<file path="src/rtl/sfm_pkg.sv">
// Shared types for the softmax row scheduler: state encoding, the
// configuration snapshot and the per-stream control bundle.
package sfm_pkg;

  localparam int unsigned SFM_ADDR_WIDTH = 32;
  localparam int unsigned SFM_LEN_WIDTH  = 32;
  localparam int unsigned SFM_ROW_WIDTH  = 16;

  typedef enum logic [3:0] {
    ST_IDLE       = 4'd0,
    ST_SETUP      = 4'd1,
    ST_ACC_START  = 4'd2,
    ST_ACC_WAIT   = 4'd3,
    ST_ACC_DRAIN  = 4'd4,
    ST_NORM_START = 4'd5,
    ST_NORM_WAIT  = 4'd6,
    ST_NEXT       = 4'd7,
    ST_FINISH     = 4'd8
  } sched_state_e;

  typedef struct packed {
    logic [SFM_ROW_WIDTH-1:0]  n_rows;
    logic [SFM_LEN_WIDTH-1:0]  row_len;
    logic [SFM_ADDR_WIDTH-1:0] in_addr;
    logic [SFM_ADDR_WIDTH-1:0] out_addr;
    logic [SFM_ADDR_WIDTH-1:0] stride;
  } sched_cfg_t;

  typedef struct packed {
    logic                      start;
    logic [SFM_ADDR_WIDTH-1:0] addr;
    logic [SFM_LEN_WIDTH-1:0]  len;
  } sched_stream_ctrl_t;

  // A job with no rows or no elements per row has nothing to stream.
  function automatic logic cfg_is_empty(input sched_cfg_t cfg);
    return (cfg.n_rows == '0) || (cfg.row_len == '0);
  endfunction

endpackage

</file>
<file path="src/rtl/sfm_sched_addr_gen.sv">
// Row address generator: loads the input/output bases and the shared row
// stride at job launch, then advances both addresses by one stride per step.
module sfm_sched_addr_gen #(
  parameter int unsigned ADDR_WIDTH = 32
) (
  input  logic                  clk_i,
  input  logic                  rst_i,
  input  logic                  load_i,
  input  logic                  step_i,
  input  logic [ADDR_WIDTH-1:0] in_base_i,
  input  logic [ADDR_WIDTH-1:0] out_base_i,
  input  logic [ADDR_WIDTH-1:0] stride_i,
  output logic [ADDR_WIDTH-1:0] in_addr_o,
  output logic [ADDR_WIDTH-1:0] out_addr_o
);

  logic [ADDR_WIDTH-1:0] in_addr_r;
  logic [ADDR_WIDTH-1:0] out_addr_r;
  logic [ADDR_WIDTH-1:0] stride_r;

  // Address registers: load wins over step; the sum wraps silently.
  always_ff @(posedge clk_i) begin
    if (rst_i) begin
      in_addr_r  <= '0;
      out_addr_r <= '0;
      stride_r   <= '0;
    end else if (load_i) begin
      in_addr_r  <= in_base_i;
      out_addr_r <= out_base_i;
      stride_r   <= stride_i;
    end else if (step_i) begin
      in_addr_r  <= in_addr_r + stride_r;
      out_addr_r <= out_addr_r + stride_r;
    end else begin
      in_addr_r  <= in_addr_r;
      out_addr_r <= out_addr_r;
      stride_r   <= stride_r;
    end
  end

  assign in_addr_o  = in_addr_r;
  assign out_addr_o = out_addr_r;

endmodule

</file>
<file path="src/rtl/sfm_row_scheduler.sv">
// Softmax row scheduler: walks a 2-D tile row by row, running an
// accumulate pass (stream in, reduce) then a normalize pass (stream in and
// out) per row. All outputs are registered, decoded from the next state so
// they line up with the state they belong to.
module sfm_row_scheduler
  import sfm_pkg::*;
#(
  parameter int unsigned ADDR_WIDTH = SFM_ADDR_WIDTH,
  parameter int unsigned LEN_WIDTH  = SFM_LEN_WIDTH,
  parameter int unsigned ROW_WIDTH  = SFM_ROW_WIDTH
) (
  input  logic                  clk_i,
  input  logic                  rst_i,
  input  logic                  start_i,
  input  logic                  abort_i,
  input  logic [ROW_WIDTH-1:0]  cfg_n_rows_i,
  input  logic [LEN_WIDTH-1:0]  cfg_row_len_i,
  input  logic [ADDR_WIDTH-1:0] cfg_in_addr_i,
  input  logic [ADDR_WIDTH-1:0] cfg_out_addr_i,
  input  logic [ADDR_WIDTH-1:0] cfg_stride_i,
  output logic                  in_start_o,
  output logic [ADDR_WIDTH-1:0] in_addr_o,
  output logic [LEN_WIDTH-1:0]  in_len_o,
  input  logic                  in_done_i,
  output logic                  out_start_o,
  output logic [ADDR_WIDTH-1:0] out_addr_o,
  output logic [LEN_WIDTH-1:0]  out_len_o,
  input  logic                  out_done_i,
  output logic                  dp_clear_o,
  output logic                  dp_acc_o,
  input  logic                  dp_idle_i,
  output logic                  busy_o,
  output logic                  done_o,
  output logic [ROW_WIDTH-1:0]  row_cnt_o
);

  sched_state_e state_r, state_next_s;

  sched_cfg_t         cfg_s;
  sched_stream_ctrl_t in_ctrl_s, out_ctrl_s;

  logic [ROW_WIDTH-1:0]  n_rows_r;
  logic [LEN_WIDTH-1:0]  row_len_r;
  logic [ROW_WIDTH-1:0]  row_cnt_r;
  logic                  in_seen_r, out_seen_r;
  logic                  in_start_r, out_start_r, dp_clear_r, dp_acc_r;
  logic                  busy_r, done_r;
  logic [ADDR_WIDTH-1:0] in_addr_s, out_addr_s;

  logic start_take_s;
  logic abort_take_s;
  logic step_s;
  logic last_row_s;
  logic pair_done_s;

  assign cfg_s.n_rows   = cfg_n_rows_i;
  assign cfg_s.row_len  = cfg_row_len_i;
  assign cfg_s.in_addr  = cfg_in_addr_i;
  assign cfg_s.out_addr = cfg_out_addr_i;
  assign cfg_s.stride   = cfg_stride_i;

  // Start only counts from IDLE; abort only counts outside IDLE, so a
  // simultaneous start and abort in IDLE launches the job.
  assign start_take_s = (state_r == ST_IDLE) && start_i;
  assign abort_take_s = (state_r != ST_IDLE) && abort_i;
  assign step_s       = (state_r == ST_NEXT) && !abort_take_s;
  assign last_row_s   = ((row_cnt_r + ROW_WIDTH'(1)) == n_rows_r);
  // The pair completes when each done is either remembered or arriving now.
  assign pair_done_s  = (in_seen_r || in_done_i) && (out_seen_r || out_done_i);

  // State register.
  always_ff @(posedge clk_i) begin
    if (rst_i) begin
      state_r <= ST_IDLE;
    end else begin
      state_r <= state_next_s;
    end
  end

  // Next-state logic; abort overrides every non-idle transition.
  always_comb begin
    state_next_s = state_r;
    if (abort_take_s) begin
      state_next_s = ST_IDLE;
    end else begin
      case (state_r)
        ST_IDLE: begin
          if (start_i) begin
            if (cfg_is_empty(cfg_s)) begin
              state_next_s = ST_FINISH;
            end else begin
              state_next_s = ST_SETUP;
            end
          end else begin
            state_next_s = ST_IDLE;
          end
        end
        ST_SETUP:      state_next_s = ST_ACC_START;
        ST_ACC_START:  state_next_s = ST_ACC_WAIT;
        ST_ACC_WAIT: begin
          if (in_done_i) begin
            state_next_s = ST_ACC_DRAIN;
          end else begin
            state_next_s = ST_ACC_WAIT;
          end
        end
        ST_ACC_DRAIN: begin
          if (dp_idle_i) begin
            state_next_s = ST_NORM_START;
          end else begin
            state_next_s = ST_ACC_DRAIN;
          end
        end
        ST_NORM_START: state_next_s = ST_NORM_WAIT;
        ST_NORM_WAIT: begin
          if (pair_done_s) begin
            state_next_s = ST_NEXT;
          end else begin
            state_next_s = ST_NORM_WAIT;
          end
        end
        ST_NEXT: begin
          if (last_row_s) begin
            state_next_s = ST_FINISH;
          end else begin
            state_next_s = ST_SETUP;
          end
        end
        ST_FINISH:     state_next_s = ST_IDLE;
        default:       state_next_s = ST_IDLE;
      endcase
    end
  end

  // Registered Moore outputs, decoded from the state being entered.
  always_ff @(posedge clk_i) begin
    if (rst_i) begin
      in_start_r  <= 1'b0;
      out_start_r <= 1'b0;
      dp_clear_r  <= 1'b0;
      dp_acc_r    <= 1'b1;
      busy_r      <= 1'b0;
      done_r      <= 1'b0;
    end else begin
      in_start_r  <= (state_next_s == ST_ACC_START) || (state_next_s == ST_NORM_START);
      out_start_r <= (state_next_s == ST_NORM_START);
      dp_clear_r  <= (state_next_s == ST_SETUP) || abort_take_s;
      dp_acc_r    <= !((state_next_s == ST_NORM_START) ||
                       (state_next_s == ST_NORM_WAIT)  ||
                       (state_next_s == ST_NEXT));
      busy_r      <= (state_next_s != ST_IDLE);
      done_r      <= (state_next_s == ST_FINISH);
    end
  end

  // Job geometry latched at launch so mid-job cfg changes are invisible.
  always_ff @(posedge clk_i) begin
    if (rst_i) begin
      n_rows_r  <= '0;
      row_len_r <= '0;
    end else if (start_take_s) begin
      n_rows_r  <= cfg_s.n_rows;
      row_len_r <= cfg_s.row_len;
    end else begin
      n_rows_r  <= n_rows_r;
      row_len_r <= row_len_r;
    end
  end

  // Completed-row counter: cleared at launch, bumped once per NEXT, held on abort.
  always_ff @(posedge clk_i) begin
    if (rst_i) begin
      row_cnt_r <= '0;
    end else if (start_take_s) begin
      row_cnt_r <= '0;
    end else if (step_s) begin
      row_cnt_r <= row_cnt_r + ROW_WIDTH'(1);
    end else begin
      row_cnt_r <= row_cnt_r;
    end
  end

  // Sticky done flags live only inside NORM_WAIT and clear on its exit.
  always_ff @(posedge clk_i) begin
    if (rst_i) begin
      in_seen_r  <= 1'b0;
      out_seen_r <= 1'b0;
    end else if ((state_r == ST_NORM_WAIT) && !pair_done_s && !abort_take_s) begin
      in_seen_r  <= in_seen_r  || in_done_i;
      out_seen_r <= out_seen_r || out_done_i;
    end else begin
      in_seen_r  <= 1'b0;
      out_seen_r <= 1'b0;
    end
  end

  sfm_sched_addr_gen #(
    .ADDR_WIDTH (ADDR_WIDTH)
  ) u_addr_gen (
    .clk_i      (clk_i),
    .rst_i      (rst_i),
    .load_i     (start_take_s),
    .step_i     (step_s),
    .in_base_i  (cfg_s.in_addr),
    .out_base_i (cfg_s.out_addr),
    .stride_i   (cfg_s.stride),
    .in_addr_o  (in_addr_s),
    .out_addr_o (out_addr_s)
  );

  assign in_ctrl_s.start  = in_start_r;
  assign in_ctrl_s.addr   = in_addr_s;
  assign in_ctrl_s.len    = row_len_r;
  assign out_ctrl_s.start = out_start_r;
  assign out_ctrl_s.addr  = out_addr_s;
  assign out_ctrl_s.len   = row_len_r;

  assign in_start_o  = in_ctrl_s.start;
  assign in_addr_o   = in_ctrl_s.addr;
  assign in_len_o    = in_ctrl_s.len;
  assign out_start_o = out_ctrl_s.start;
  assign out_addr_o  = out_ctrl_s.addr;
  assign out_len_o   = out_ctrl_s.len;
  assign dp_clear_o  = dp_clear_r;
  assign dp_acc_o    = dp_acc_r;
  assign busy_o      = busy_r;
  assign done_o      = done_r;
  assign row_cnt_o   = row_cnt_r;

endmodule

</file>
<file path="config.mk">
export PLATFORM = sky130hd
export DESIGN_NAME = sfm_row_scheduler
export DESIGN_NICKNAME = d
export VERILOG_FILES = /design/src/rtl/sfm_pkg.sv /design/src/rtl/sfm_sched_addr_gen.sv /design/src/rtl/sfm_row_scheduler.sv
export SDC_FILE = /design/constraint.sdc
export NUM_CORES = 1
export LEC_CHECK = 0
export ABC_AREA = 1
export ABC_CLOCK_PERIOD_IN_PS = 4900
export BUFFER_PORTS_ARGS = -buffer_cell sky130_fd_sc_hd__buf_2
export CAP_MARGIN = 20
export CELL_PAD_IN_SITES_DETAIL_PLACEMENT = 2
export CELL_PAD_IN_SITES_GLOBAL_PLACEMENT = 2
export CORE_MARGIN = 2
export CORE_UTILIZATION = 30
export DETAILED_ROUTE_END_ITERATION = 12
export HOLD_SLACK_MARGIN = 0.12
export PLACE_DENSITY_LB_ADDON = 0.05
export SLEW_MARGIN = 0
export SYNTH_ARGS = -nofsm -noshare
export SYNTH_HDL_FRONTEND = slang
export SYNTH_SLANG_ARGS = --single-unit
</file>
<file path="constraint.sdc">
create_clock -name clk_i -period 4.9 [get_ports clk_i]
set_input_delay 0.49 -clock clk_i [delete_from_list [all_inputs] [get_ports clk_i]]
set_output_delay 0.49 -clock clk_i [all_outputs]
set_load 0.05 [all_outputs]
</file>
After elaboration in Yosys (flattened, before gate mapping):

Cells that the tools add are included.

* bitwise logic cells: 1
* equality and inequality tests: 14
* $add $sub $neg: 3
* multiplexer cells: 12
* reduce and logical (&&, ||, !) cells: 24

Operators with widths (count)
* 32-bit two-way mux: 4
* 32-bit adder: 2
* 32-bit logical NOT: 1
* 4-bit case mux with 8 select lines: 1
* 4-bit by 3-bit equality test with 1-bit output, second input constant: 7
* 16-bit by 1-bit adder with 16-bit output, second input constant: 1
* 16-bit equality test: 1
* 16-bit logical NOT: 1
* 4-bit two-way mux: 4
* 4-bit by 2-bit equality test with 1-bit output, second input constant: 3
* 4-bit by 1-bit equality test with 1-bit output, second input constant: 2
* 4-bit nonzero test: 2
* 1-bit logical OR: 7
* 1-bit logical AND: 6
* 4-bit equality test, second input constant: 1
* 4-bit logical NOT: 1
* 2-bit OR reduction: 2
* 1-bit logical NOT: 3
* 3-bit two-way mux: 1
* 1-bit two-way mux: 2
* 2-bit nonzero test: 1
* 1-bit NOT: 1

* word-level logic and storage cells: 69
* bits of input ports: 151
* output and inout bits: 150
* flip-flop bits (word level): 172

Depth between registers and ports, before layout:

* depth in word-level cells: 10
* depth in mapped cells: 18
* gate-level depth less buffers: 18

By module:

Synthesis repeated with hierarchy kept, for this count alone.

* cell total of the unflattened synthesis: 2016
* area total of the unflattened synthesis: 12254.3 µm²

Modules (own cells, without submodules)
* sfm_sched_addr_gen: area each 8333.0 µm², times used 1, sequential area each 1921.8 µm², cells an instance 1415
* sfm_row_scheduler: area each 3921.3 µm², times used 1, sequential area each 1521.5 µm², cells an instance 601

Worst setup path before layout:

OpenSTA, ideal clock, no wires.

* kind: flip-flop to flip-flop
* from: register row_cnt_r[0] (netlist: row_cnt_o[0])
* to: register busy_r (netlist: busy_o)
* cell stages (with the launch flop): 19
* data arrival time: 2.414 ns
* setup time: 0.128 ns
* data required time: 4.772 ns
* buffers on the path: 0
* clock period less this slack: 2.541 ns
* slack: 2.359 ns
* path through: dfxtp_1 ha_1 nand2_2 nor2_2 nand2_2 nor2_1 nand2_1 nand2_1 nand2_1 nand2_1 nand2_1 nor2_4 nand3_2 nand2_2 nand2_2 nand2_2 nand2_1 nor2_1 nor2_1

* longest elaborated chain between the ends: 6

RTL lines
* from (decl): RTL line sfm_row_scheduler.sv:44 `logic [ROW_WIDTH-1:0] row_cnt_r;`
* from (signal assigned): RTL line sfm_row_scheduler.sv:177 `row_cnt_r <= row_cnt_r + ROW_WIDTH'(1);`
* from (signal assigned): RTL line sfm_row_scheduler.sv:179 `row_cnt_r <= row_cnt_r;`
* 16-bit by 1-bit adder with 16-bit output: RTL line sfm_row_scheduler.sv:67 `assign last_row_s = ((row_cnt_r + ROW_WIDTH'(1)) == n_rows_r);`
* 16-bit equality test: RTL line sfm_row_scheduler.sv:67
* 4-bit two-way mux: RTL line sfm_row_scheduler.sv:123 `if (last_row_s) begin`
* 4-bit case mux with 8 select lines: RTL line sfm_row_scheduler.sv:86 `case (state_r)`
* 4-bit two-way mux: RTL line sfm_row_scheduler.sv:83 `if (abort_take_s) begin`
* 4-bit nonzero test: RTL line sfm_row_scheduler.sv:151 `busy_r <= (state_next_s != ST_IDLE);`
* to (signal assigned): RTL line sfm_row_scheduler.sv:151
* to (decl): RTL line sfm_row_scheduler.sv:47 `logic busy_r, done_r;`

No other way between the ends.
A chain may end at the register's enable or synchronous reset.

Worst setup path after layout:

* from: register state_r[1]
* to: register u_addr_gen.out_addr_r[29] (netlist: u_addr_gen.out_addr_o[29])

* longest elaborated chain between the ends: 5
* elaborated cells on any way between the ends: 9
* classes of those cells: 1 x eq/ne; 1 x mux; 7 x reduce/logical

RTL lines
* from (decl): RTL line sfm_row_scheduler.sv:37 `sched_state_e state_r, state_next_s;`
* from (signal assigned): RTL line sfm_row_scheduler.sv:76 `state_r <= state_next_s;`
* 4-bit nonzero test: RTL line sfm_row_scheduler.sv:65 `assign abort_take_s = (state_r != ST_IDLE) && abort_i;`
* 1-bit logical AND: RTL line sfm_row_scheduler.sv:65
* 1-bit logical NOT: RTL line sfm_row_scheduler.sv:66 `assign step_s = (state_r == ST_NEXT) && !abort_take_s;`
* 1-bit logical AND: RTL line sfm_row_scheduler.sv:66
* 2-bit nonzero test (no source line)
* to (signal assigned): RTL line sfm_sched_addr_gen.sv:29 `out_addr_r <= out_base_i;`
* to (signal assigned): RTL line sfm_sched_addr_gen.sv:33 `out_addr_r <= out_addr_r + stride_r;`
* to (signal assigned): RTL line sfm_sched_addr_gen.sv:36 `out_addr_r <= out_addr_r;`
* to (decl): RTL line sfm_sched_addr_gen.sv:18 `logic [ADDR_WIDTH-1:0] out_addr_r;`

Several ways; a longest one is shown, not always the timed one.

==> impl_metrics.csv <==
group,metric,value,unit
routing,detail_route.first_pass.iterations,7,
global_route,grt-ovfl-total,0,
pwr,p_leak,6.48,nW
cts,cts.path.max_buffers,2,
yosys,synth_area_leaders,"dfxtp_1 31%, nand2_1 15%, a21oi_1 12%, ha_1 7.0%, nor2_1 6.1%",
cts,h-tree-depth,4,
sta,slew_headroom,0.231,
pwr,power,6.87,mW
yosys,synth_cell_types,42,
worst_setup_path,cpPeakStageDelay,0.76,ns
run,cap_violations,0,
sta,period_share,0.662,
floorplan,num_rows,70,
pwr,p_per_area,507,nW/µm²
routing,viasPerCell,5.14,
sta,fin_tns_setup,0,ns
final_layout,final_nets,2197,
outcome,status,"finished clean",
yosys,synth_area,11300,µm²
yosys,synth_nets,1966,
worst_setup_path,crit_path_end_kind,"flip-flop",
yosys,yosys.area_share.simple,0.288,
routing,postRouteAntennaNets,0,
yosys,yosysMostFrequentCell,"nand2_1",
yosys,muxShareOfSynthArea,0,
sta,fmax,0.308,GHz
cts,numCtsBuffers,17,
floorplan,core-area,36800,µm²
floorplan,initial_core_util,0.306,
placed_design,gp_congestion,0.846,
global_route,grt_start_max_net_pins,93,
placed_design,dpl.hpwl,37.3,mm
routing,drcViolationCount,0,
global_route,grt_pass1_vias,13300,
placed_design,portBuffers,300,
yosys,synth-edff-count,0,
yosys,ys_seq_elements,172,
yosys,synth-xor-area-share,0.0257,
yosys,synth_top_area_share,0.306,
cts,cts_hold_buf,0,
worst_setup_path,path_cells,"nor2_1 > nand2_1 > nand2_4 > nand2_1 > inv_1 > nor2_4 > buf_4 > nor2_1 > o21ai_0 > a21oi_1",
worst_setup_path,rrSetupSlack,1.65,ns
global_route,grt_antenna_before_repair,2,
routing,drt_iter0_drc,460,
yosys,synthArstFlopShare,0,
yosys,ys_dominant_reg_cell,"dfxtp_1",
yosys,yosys_warnings,0,
worst_setup_path,required,5.20,ns
worst_setup_path,crit_family,"buffers and inverters",
cts,insertion_delay,0.46,ns
cts,cts_tree,"done",
floorplan,ioPinCount,301,
final_layout,area_growth,20.3,%
worst_setup_path,critical_path_buf_inv_count,2,
floorplan,die_area,39100,µm²
worst_setup_path,cp_slowest_cell,"buf_4",
sta,setup_viol,0,
sta,finalHoldViolations,0,
floorplan,die-width,198,µm
sta,drv_slew,0,
pwr,peakVddDrop,0.000317,V
sta,period_minus_slack,3.25,ns
routing,wl_per_cell,19.3,µm
yosys,synth_fa_ha_area_frac,0.0736,
yosys,synth_top_cells_by_count,"442 x nand2_1, 281 x a21oi_1, 182 x nor2_1",
routing,vias,12700,
global_route,gr-usage-all-layers,0.243,
final_layout,drive_gt1_frac,0.190,
sta,rsz0062_at_grt,"no",
floorplan,fp.dieH,198,µm
routing,drt_wl_total,47.6,mm
sta,tightest_slew,1.14,ns
worst_setup_path,crit_path_max_fanout,92,
cts,clk_pin_slew,0.08,ns
cts,post_cts_buffers,0,
worst_setup_path,arrival,3.55,ns
min_path,hp-class,"in -> reg",
sta,finClkSkew,0.0130,ns
final_layout,fillers,4587,
yosys,seq_area_frac_synth,0.306,
cts,cts.repair.resized,0,
yosys,synth_top_family_by_area,"simple AND/OR/NAND/NOR gates",
worst_setup_path,start_kind,"flip-flop",
worst_setup_path,critPathKind,"reg -> reg",
yosys,yosys.area.top_type,"dfxtp_1",
yosys,synth-compound-area-share,0.211,
yosys,syn_area_per_cell,6.43,µm²
cts,clock_sinks,172,
cts,root_buffer,"clkbuf_16",
yosys,syn-instance-count,1750,
global_route,grt_pass1_wl,74.2,mm
report_power, final:
group | internal [mW] | switching [mW] | leakage, nW
Sequential | 1.70 | 0.294 | 1.41
Clock | 0.741 | 0.664 | 0.285
Combinational | 0.929 | 2.54 | 4.78
final timing paths:
path	endpoint	cells after the start	startpoint
max reg2reg	u_addr_gen.out_addr_o[29]	10	state_r[1]
min reg2reg	out_seen_r	2	out_seen_r
min	u_addr_gen.stride_r[28]	3	cfg_stride_i[28]
max	u_addr_gen.out_addr_o[29]	10	state_r[1]
worst min-delay path: stages:
cell and delay [ns]:
buf_2 0.09, nand2_1 0.06, a21oi_1 0.05
layout by cell type (no fill, tap or decap), types with 4 or more instances in the layout:
| master | n |
|---|---|
| o21bai_1 | 9 |
| nor3_1 | 8 |
| o21ai_0 | 124 |
| inv_1 | 147 |
| nor2_4 | 4 |
| xnor2_1 | 15 |
| buf_2 | 299 |
| clkbuf_16 | 17 |
| buf_4 | 8 |
| xor2_1 | 18 |
| o211ai_1 | 9 |
| o21a_1 | 6 |
| nand4_1 | 19 |
| a21oi_1 | 281 |
| nor4_1 | 10 |
| nand2_1 | 442 |
| a21o_1 | 6 |
| nand2_2 | 11 |
| nor2_1 | 181 |
| ha_1 | 63 |
| dfxtp_1 | 172 |
| inv_6 | 5 |
| clkinv_2 | 4 |
| nand3_1 | 87 |
| nor2_2 | 6 |
through the flow:
stage | utilization | cells | hold slack, ns | worst slack (ns) | instance area, µm²
final | 0.368 | 2463 | 0.281 | 1.65 | 13500
after floorplan | - | 1750 | 0.434 | 2.36 | 11300
after global routing | 0.368 | 2463 | 0.271 | 1.36 | 13500
after global placement | 0.351 | 2429 | 0.448 | 1.74 | 12900
after detailed placement | 0.351 | 2429 | 0.463 | 1.54 | 12900
after CTS | 0.367 | 2461 | 0.252 | 1.48 | 13500
per-layer routing:
metal | track usage | vias up | part of all wire
met1 | 0.330 | 6156 | 0.49
met2 | 0.399 | 243 | 0.46
met3 | 0.0410 | 30 | 0.042
met5 | 0 | - | 0.00027
li1 | - | 6223 | -
met4 | 0.0593 | 2 | 0.014
logic make-up after synthesis:
| family | Yosys count |
|---|---|
| adders and majority gates | 65 |
| and+or+nand+nor | 780 |
| xor gates and xnor gates | 33 |
| buffers and inverters | 249 |
| AOI/OAI and AO/OA | 451 |
| DFF | 172 |
area by class of cell:
type | count | area, µm² | share of cell area
sequential | 172 | 3440 | 0.254
timing repair buffer | 308 | 1580 | 0.117
antenna | 1 | 2.50 | 0.000185
tap | 468 | 586 | 0.0433
clock inverter | 13 | 130 | 0.00962
multi-input combinational | 1329 | 6760 | 0.499
inverter | 153 | 579 | 0.0428
clock buffer | 19 | 453 | 0.0335
flip-flops by register name (all words and copies together) (netlist names), 4 cells and up:
register               cells
n_rows_r                  16
row_cnt_o                 16
in_len_o                  32
state_r                    4
u_addr_gen.stride_r       32
u_addr_gen.in_addr_o      32
u_addr_gen.out_addr_o     32
Note: power is estimated with default switching activity, not from simulation.
